==> src/rtl/ne_sched_pkg.sv <==
// ne_sched_pkg: shared types and defaults for the ping-pong frame scheduler.
// Holds the per-bank state encoding, the bank count and default frame geometry.
package ne_sched_pkg;

    typedef enum logic [2:0] {
        BANK_EMPTY     = 3'd0,
        BANK_LOADING   = 3'd1,
        BANK_FULL      = 3'd2,
        BANK_DECODING  = 3'd3,
        BANK_UNLOADING = 3'd4
    } bank_state_t;

    localparam int NUM_BANKS    = 2;
    localparam int DEF_ROWDEPTH = 20;
    localparam int DEF_ROWWIDTH = 5;
    localparam int DEF_TIMEOUT  = 2048;
    localparam int DEF_TOWIDTH  = 12;

endpackage

==> src/rtl/ne_frame_scheduler_if.sv <==
// ne_frame_scheduler_if: load, decode-control and unload signals of the scheduler.
// master = scheduler side, slave = loader / address generator / output side.
interface ne_frame_scheduler_if
    import ne_sched_pkg::*;
#(
    parameter int ROWWIDTH = DEF_ROWWIDTH
) ();

    logic                load_req;
    logic                load_grant;
    logic                load_wr;
    logic                load_bank;
    logic [ROWWIDTH-1:0] load_addr;
    logic                dec_start;
    logic                dec_bank;
    logic                dec_busy;
    logic                unload_start;
    logic                unload_valid;
    logic                unload_rdy;
    logic                unload_bank;
    logic [ROWWIDTH-1:0] unload_addr;
    logic                dec_abort;
    logic                timeout_err;

    modport master (
        input  load_req, load_wr, unload_start, unload_rdy,
        output load_grant, load_bank, load_addr, dec_start, dec_bank, dec_busy,
               unload_valid, unload_bank, unload_addr, dec_abort, timeout_err
    );

    modport slave (
        output load_req, load_wr, unload_start, unload_rdy,
        input  load_grant, load_bank, load_addr, dec_start, dec_bank, dec_busy,
               unload_valid, unload_bank, unload_addr, dec_abort, timeout_err
    );

endinterface

==> src/rtl/ne_row_counter.sv <==
// ne_row_counter: row address counter that advances on enable and wraps to 0
// after ROWDEPTH-1; 'last' flags the final row so the caller can close a frame.
module ne_row_counter
    import ne_sched_pkg::*;
#(
    parameter int ROWDEPTH = DEF_ROWDEPTH,
    parameter int ROWWIDTH = DEF_ROWWIDTH
) (
    input  logic                clk,
    input  logic                rst,
    input  logic                en,
    output logic [ROWWIDTH-1:0] count,
    output logic                last
);

    assign last = (count == ROWWIDTH'(ROWDEPTH - 1));

    // Advance one row per enabled cycle, wrapping to 0 after the final row.
    always_ff @(posedge clk) begin
        if (rst) begin
            count <= '0;
        end else if (en) begin
            count <= last ? '0 : count + 1'b1;
        end
    end

endmodule

==> src/rtl/ne_frame_scheduler.sv <==
// ne_frame_scheduler: ping-pong Lmem bank scheduler for the LDPC decoder core.
// Allocates a bank to the loader, launches decode on full banks in fill order
// and sequences row-by-row unload of decoded banks.
// Optional decode watchdog: define NE_SCHED_TIMEOUT_EN.
module ne_frame_scheduler
    import ne_sched_pkg::*;
#(
    parameter int ROWDEPTH = DEF_ROWDEPTH,
    parameter int ROWWIDTH = DEF_ROWWIDTH,
    parameter int TIMEOUT  = DEF_TIMEOUT,
    parameter int TOWIDTH  = DEF_TOWIDTH
) (
    input logic                   clk,
    input logic                   rst,
    ne_frame_scheduler_if.master  bus
);

    bank_state_t bank_state [NUM_BANKS];
    bank_state_t bank_next  [NUM_BANKS];
    logic        next_dec;
    logic        next_dec_n;

    logic empty_any, empty_idx;
    logic loading_any, loading_idx;
    logic decoding_any, decoding_idx;
    logic unloading_any, unloading_idx;

    logic alloc, load_step, load_last, load_done, launch;
    logic dec_finish, unload_go, unload_step, unload_last, unload_done, expire;
    logic done_pend;

    logic load_grant_q, load_bank_q, dec_start_q, dec_bank_q, unload_bank_q;
    logic [ROWWIDTH-1:0] load_addr_w, unload_addr_w;

    if (TIMEOUT > (1 << TOWIDTH)) begin : g_timeout_width_check
        $error("TIMEOUT-1 does not fit in TOWIDTH bits");
    end

    // Summarise registered bank states; the lowest-index EMPTY bank wins.
    always_comb begin
        empty_any     = 1'b0;
        empty_idx     = 1'b0;
        loading_any   = 1'b0;
        loading_idx   = 1'b0;
        decoding_any  = 1'b0;
        decoding_idx  = 1'b0;
        unloading_any = 1'b0;
        unloading_idx = 1'b0;
        for (int i = NUM_BANKS - 1; i >= 0; i--) begin
            case (bank_state[i])
                BANK_EMPTY:     begin empty_any     = 1'b1; empty_idx     = 1'(i); end
                BANK_LOADING:   begin loading_any   = 1'b1; loading_idx   = 1'(i); end
                BANK_DECODING:  begin decoding_any  = 1'b1; decoding_idx  = 1'(i); end
                BANK_UNLOADING: begin unloading_any = 1'b1; unloading_idx = 1'(i); end
                default: ;
            endcase
        end
    end

    assign alloc       = bus.load_req && !loading_any && empty_any;
    assign load_step   = bus.load_wr && loading_any;
    assign load_done   = load_step && load_last;
    assign launch      = !decoding_any && (bank_state[next_dec] == BANK_FULL);
    assign unload_step = unloading_any && bus.unload_rdy;
    assign unload_done = unload_step && unload_last;

    // A finished decode waits in DECODING (done_pend) if the unloader is still
    // busy with the other bank, so only one bank is ever UNLOADING.
    assign dec_finish  = decoding_any && (bus.unload_start || done_pend);
    assign unload_go   = dec_finish && (!unloading_any || unload_done);

`ifdef NE_SCHED_TIMEOUT_EN
    logic [TOWIDTH-1:0] wd_cnt;
    logic               abort_q;

    assign expire = decoding_any && !done_pend && !bus.unload_start &&
                    (wd_cnt == TOWIDTH'(TIMEOUT - 1));

    // Watchdog: restart at launch, count decode cycles, pulse abort on expiry.
    always_ff @(posedge clk) begin
        if (rst) begin
            wd_cnt  <= '0;
            abort_q <= 1'b0;
        end else begin
            abort_q <= expire;
            if (launch) begin
                wd_cnt <= '0;
            end else if (decoding_any && !expire) begin
                wd_cnt <= wd_cnt + 1'b1;
            end
        end
    end

    assign bus.dec_abort   = abort_q;
    assign bus.timeout_err = abort_q;
`else
    assign expire          = 1'b0;
    assign bus.dec_abort   = 1'b0;
    assign bus.timeout_err = 1'b0;
`endif

    // Next bank states; events touch different banks so they apply independently.
    // The decode pointer resyncs to a bank that fills while the other bank is not
    // FULL, so a lone frame always launches even after banks were reused unevenly.
    always_comb begin
        for (int i = 0; i < NUM_BANKS; i++) begin
            bank_next[i] = bank_state[i];
        end
        next_dec_n = next_dec;
        if (alloc) begin
            bank_next[empty_idx] = BANK_LOADING;
        end
        if (load_done) begin
            bank_next[loading_idx] = BANK_FULL;
            if (bank_state[~loading_idx] != BANK_FULL) begin
                next_dec_n = loading_idx;
            end
        end
        if (launch) begin
            bank_next[next_dec] = BANK_DECODING;
            next_dec_n          = ~next_dec;
        end
        if (unload_go) begin
            bank_next[decoding_idx] = BANK_UNLOADING;
        end
        if (expire) begin
            bank_next[decoding_idx] = BANK_EMPTY;
        end
        if (unload_done) begin
            bank_next[unloading_idx] = BANK_EMPTY;
        end
    end

    // Bank state and decode-order pointer registers.
    always_ff @(posedge clk) begin
        if (rst) begin
            for (int i = 0; i < NUM_BANKS; i++) begin
                bank_state[i] <= BANK_EMPTY;
            end
            next_dec <= 1'b0;
        end else begin
            bank_state <= bank_next;
            next_dec   <= next_dec_n;
        end
    end

    // Registered handshake pulses and bank selects presented to the interface.
    always_ff @(posedge clk) begin
        if (rst) begin
            load_grant_q  <= 1'b0;
            load_bank_q   <= 1'b0;
            dec_start_q   <= 1'b0;
            dec_bank_q    <= 1'b0;
            unload_bank_q <= 1'b0;
            done_pend     <= 1'b0;
        end else begin
            load_grant_q <= alloc;
            dec_start_q  <= launch;
            done_pend    <= dec_finish && !unload_go;
            if (alloc) begin
                load_bank_q <= empty_idx;
            end
            if (launch) begin
                dec_bank_q <= next_dec;
            end
            if (unload_go) begin
                unload_bank_q <= decoding_idx;
            end
        end
    end

    ne_row_counter #(.ROWDEPTH(ROWDEPTH), .ROWWIDTH(ROWWIDTH)) u_load_cnt (
        .clk   (clk),
        .rst   (rst),
        .en    (load_step),
        .count (load_addr_w),
        .last  (load_last)
    );

    ne_row_counter #(.ROWDEPTH(ROWDEPTH), .ROWWIDTH(ROWWIDTH)) u_unload_cnt (
        .clk   (clk),
        .rst   (rst),
        .en    (unload_step),
        .count (unload_addr_w),
        .last  (unload_last)
    );

    assign bus.load_grant   = load_grant_q;
    assign bus.load_bank    = load_bank_q;
    assign bus.load_addr    = load_addr_w;
    assign bus.dec_start    = dec_start_q;
    assign bus.dec_bank     = dec_bank_q;
    assign bus.dec_busy     = decoding_any;
    assign bus.unload_valid = unloading_any;
    assign bus.unload_bank  = unload_bank_q;
    assign bus.unload_addr  = unload_addr_w;

endmodule

==> src/flat_wrapper.sv <==
// flat-port wrapper written by rule: the top's interface ports become plain ports
module ne_frame_scheduler_flat import ne_sched_pkg::*;
#(
    parameter int ROWDEPTH = DEF_ROWDEPTH,
    parameter int ROWWIDTH = DEF_ROWWIDTH,
    parameter int TIMEOUT  = DEF_TIMEOUT,
    parameter int TOWIDTH  = DEF_TOWIDTH
)
  (clk, rst, bus_load_req, bus_load_wr, bus_unload_start, bus_unload_rdy, bus_load_grant, bus_load_bank, bus_load_addr, bus_dec_start, bus_dec_bank, bus_dec_busy, bus_unload_valid, bus_unload_bank, bus_unload_addr, bus_dec_abort, bus_timeout_err);
  ne_frame_scheduler_if #(.ROWWIDTH(ROWWIDTH)) bus_i ();
  input logic clk;
  input logic rst;
  input wire logic [$bits(bus_i.load_req)-1:0] bus_load_req;
  input wire logic [$bits(bus_i.load_wr)-1:0] bus_load_wr;
  input wire logic [$bits(bus_i.unload_start)-1:0] bus_unload_start;
  input wire logic [$bits(bus_i.unload_rdy)-1:0] bus_unload_rdy;
  output wire logic [$bits(bus_i.load_grant)-1:0] bus_load_grant;
  output wire logic [$bits(bus_i.load_bank)-1:0] bus_load_bank;
  output wire logic [$bits(bus_i.load_addr)-1:0] bus_load_addr;
  output wire logic [$bits(bus_i.dec_start)-1:0] bus_dec_start;
  output wire logic [$bits(bus_i.dec_bank)-1:0] bus_dec_bank;
  output wire logic [$bits(bus_i.dec_busy)-1:0] bus_dec_busy;
  output wire logic [$bits(bus_i.unload_valid)-1:0] bus_unload_valid;
  output wire logic [$bits(bus_i.unload_bank)-1:0] bus_unload_bank;
  output wire logic [$bits(bus_i.unload_addr)-1:0] bus_unload_addr;
  output wire logic [$bits(bus_i.dec_abort)-1:0] bus_dec_abort;
  output wire logic [$bits(bus_i.timeout_err)-1:0] bus_timeout_err;
  assign bus_i.load_req = bus_load_req;
  assign bus_i.load_wr = bus_load_wr;
  assign bus_i.unload_start = bus_unload_start;
  assign bus_i.unload_rdy = bus_unload_rdy;
  assign bus_load_grant = bus_i.load_grant;
  assign bus_load_bank = bus_i.load_bank;
  assign bus_load_addr = bus_i.load_addr;
  assign bus_dec_start = bus_i.dec_start;
  assign bus_dec_bank = bus_i.dec_bank;
  assign bus_dec_busy = bus_i.dec_busy;
  assign bus_unload_valid = bus_i.unload_valid;
  assign bus_unload_bank = bus_i.unload_bank;
  assign bus_unload_addr = bus_i.unload_addr;
  assign bus_dec_abort = bus_i.dec_abort;
  assign bus_timeout_err = bus_i.timeout_err;
  ne_frame_scheduler #(.ROWDEPTH(ROWDEPTH), .ROWWIDTH(ROWWIDTH), .TIMEOUT(TIMEOUT), .TOWIDTH(TOWIDTH)) u_core (.clk(clk), .rst(rst), .bus(bus_i));
endmodule
==> config.mk <==
export PLATFORM = sky130hd
export DESIGN_NAME = ne_frame_scheduler_flat
export DESIGN_NICKNAME = d
export VERILOG_FILES = /design/src/rtl/ne_sched_pkg.sv /design/src/rtl/ne_frame_scheduler_if.sv /design/src/rtl/ne_row_counter.sv /design/src/rtl/ne_frame_scheduler.sv /design/src/flat_wrapper.sv
export SDC_FILE = /design/constraint.sdc
export NUM_CORES = 1
export LEC_CHECK = 0
export BUFFER_PORTS_ARGS = -buffer_cell sky130_fd_sc_hd__buf_2
export CORE_MARGIN = 3
export CORE_UTILIZATION = 45
export CTS_CLUSTER_DIAMETER = 100
export DETAILED_ROUTE_END_ITERATION = 7
export PLACE_DENSITY = 0.67
export SLEW_MARGIN = 20
export SYNTH_ARGS = -nofsm -noshare
export SYNTH_HDL_FRONTEND = slang
export SYNTH_SLANG_ARGS = --single-unit
==> constraint.sdc <==
create_clock -name clk -period 4.5 [get_ports clk]
set_input_delay 0.9 -clock clk [delete_from_list [all_inputs] [get_ports clk]]
set_output_delay 0.9 -clock clk [all_outputs]
set_load 0.1 [all_outputs]
==> results.py <==
metrics = {
    "run_status": {
        "status": "completed",
    },
    "finish": {
        "top_regs": "u_core.bank_state (6), u_core.u_load_cnt.count (5), u_core.u_unload_cnt.count (5)",
        "multi_input_area_um2": 773,
        "largest-register": "u_core.bank_state",
        "fin_nets": 178,
        "antenna_cells": 0,
        "largest_reg_flops": 6,
        "fillCellCount": 265,
        "fin_util": 0.545,
        "final-seq-area_um2": 460,
        "syn_to_final_growth_pct": 8.70,
        "drive_gt1_frac": 0.225,
    },
    "clocking": {
        "cts_setup_buffers": 0,
        "clock_path_buffers": 2,
        "cts-root-buf": "clkbuf_4",
        "cts_resized": 0,
        "cts_buffers": 3,
        "clk_pin_slew_ns": 0.12,
        "cts_tree": "yes",
        "htreeDepth": 1,
        "holdBufCountCts": 0,
        "cts_sinks": 23,
        "clk_latency_ns": 0.30,
    },
    "place": {
        "hpwl_um": 1960,
        "portBuffers": 22,
        "gp_congestion": 0.772,
    },
    "sta": {
        "finalCritPeriodShare": 0.612,
        "timing.fmax_mhz": 363,
        "final_max_slew_viol_count": 0,
        "rsz0062_at_grt": "false",
        "hold_ws_ns": 0.467,
        "fin_skew_ns": 0.00487,
        "hold_viol_final": 0,
        "setup_tns_ns": 0,
        "finalCriticalPeriod_ns": 2.76,
        "finalSetupViolations": 0,
    },
    "power": {
        "powerDensity_nw_per_um2": 238,
        "p_leak_uw": 0.000606,
        "ir_drop_mv": 0.185,
    },
    "die": {
        "dieHeight_um": 59.9,
        "die_w_um": 59.9,
        "dieArea_um2": 3590,
        "io_pins": 25,
        "coreArea_um2": 2610,
        "core.rowCount": 18,
        "initial_utilization": 0.501,
    },
    "synth": {
        "synth_edf_count": 0,
        "synthesis.area_um2": 1310,
        "ys_ff_latch": 23,
        "synth_top_area_frac": 0.352,
        "post-synth-top-area-cell": "dfxtp_1",
        "async_flop_share": 0,
        "synth_flop_cell": "dfxtp_1",
        "syn_inst": 152,
        "ys_types": 50,
        "syn_avg_cell_area_um2": 8.61,
        "ys_warn_count": 0,
        "synthTopCellsByArea": "dfxtp_1 35%, nand2_1 4.3%, a21oi_1 3.4%",
        "seq_area_frac_synth": 0.352,
    },
    "route": {
        "finalWirelength_um": 2640,
        "drc": 0,
        "ant_nets": 0,
        "route.vias.total": 1134,
        "drt_iter0_drc": 74,
        "firstDrtPassIters": 4,
        "wl_per_cell_um": 13.2,
        "via_per_inst": 5.70,
    },
    "worst_hold_path": {
        "hold_path.class": "reg2reg",
    },
    "worst_setup_path": {
        "cp-start-kind": "register",
        "worstPathMaxFanout": 10,
        "crit_arrival_ns": 1.86,
        "setup.worst_path.end_class": "primary output",
        "criticalPathCategory": "reg2out",
        "cp.required_ns": 3.60,
    },
    "global_route": {
        "grt_pass1_vias": 1005,
        "gr-total-overflow": 0,
        "grt_max_degree": 23,
        "grt_usage": 0.159,
        "grt_first_pass_wirelength_um": 4430,
        "antenna_found_initial": 0,
    },
    "flow_run": {
        "drv_cap": 0,
    },
}
area by class of cell:
class / instances / area share
multi-input combinational: 116 / 0.544
sequential: 23 / 0.324
timing repair buffer: 22 / 0.0774
tap: 30 / 0.0264
clock buffer: 4 / 0.0185
inverter: 4 / 0.0106
metrics by stage:
step | area [um2] | std cells | setup slack (ns) | total power [uW]
floorplan | 1310 | 153 | 2.22 | 244
global placement | 1400 | 195 | 2.12 | 249
detailed placement | 1400 | 195 | 2.09 | 249
CTS | 1420 | 199 | 1.73 | 346
global route | 1420 | 199 | 1.67 | 356
finish | 1420 | 199 | 1.74 | 338
power breakdown:
| part | total, uW | switching, uW | internal, uW |
|---|---|---|---|
| clock | 93.6 | 59.0 | 34.6 |
| sequential | 209 | 3.24 | 206 |
| combinational | 35.8 | 27.7 | 8.05 |
cell families after synthesis:
logic type,Yosys count,synth area share
buffers and inverters,14,0.0602
xor gates and xnor gates,2,0.0134
AOI/OAI and AO/OA,36,0.205
muxes,1,0.00765
other,1,0.00287
DFF,23,0.352
adders and majority gates,2,0.0191
and+or+nand+nor,73,0.340
cell usage in the layout (no fill, tap or decap), types with 4 or more instances in the layout:
cell       n
or3_1      6
nand2_1   15
buf_2     22
nor2_1    12
inv_1      4
a21oi_1    9
o211ai_1   5
nor3_1     5
dfxtp_1   23
o21ai_0    5
cell usage after synthesis, types with 2 or more instances:
cell	count
nor3_1	5
nor3b_2	2
or3b_1	2
o21ai_0	5
nand3b_1	3
and3b_1	3
a21oi_1	9
nor3b_4	2
nand2_1	15
and3_1	3
o211ai_1	5
nor2b_1	3
buf_4	4
inv_1	4
nor2_1	12
nand3_1	3
clkbuf_1	2
xor2_1	2
buf_2	3
and2_1	2
or3_1	6
a31oi_1	3
nand4_1	2
ha_1	2
dfxtp_1	23
or2_2	3
final timing paths:
check / cells after the start / endpoint / start / slack, ns
setup / recovery: 3 / bus_unload_valid / u_core.bank_state[5] / 1.74
hold reg to reg: 2 / u_core.bus.dec_bank / u_core.bus.dec_bank / 0.47
hold / removal: 2 / u_core.bus.dec_bank / u_core.bus.dec_bank / 0.47
setup reg to reg: 4 / u_core.u_unload_cnt.count[4] / u_core.bank_state[5] / 2.70
per-layer routing:
layer  vias to the layer above  wire length (um)  track usage
li1                        585                 -            -
met3                         2               112       0.0389
met1                       525              1320        0.220
met5                         -                 0            0
met2                        22              1180        0.247
met4                         0                19       0.0411
critical path: stages, from the launching register on:
cell and delay [ns]:
dfxtp_1 0.54, nor3b_2 0.42, or2_2 0.18, buf_2 0.41
(Power assumes the default switching activity.)
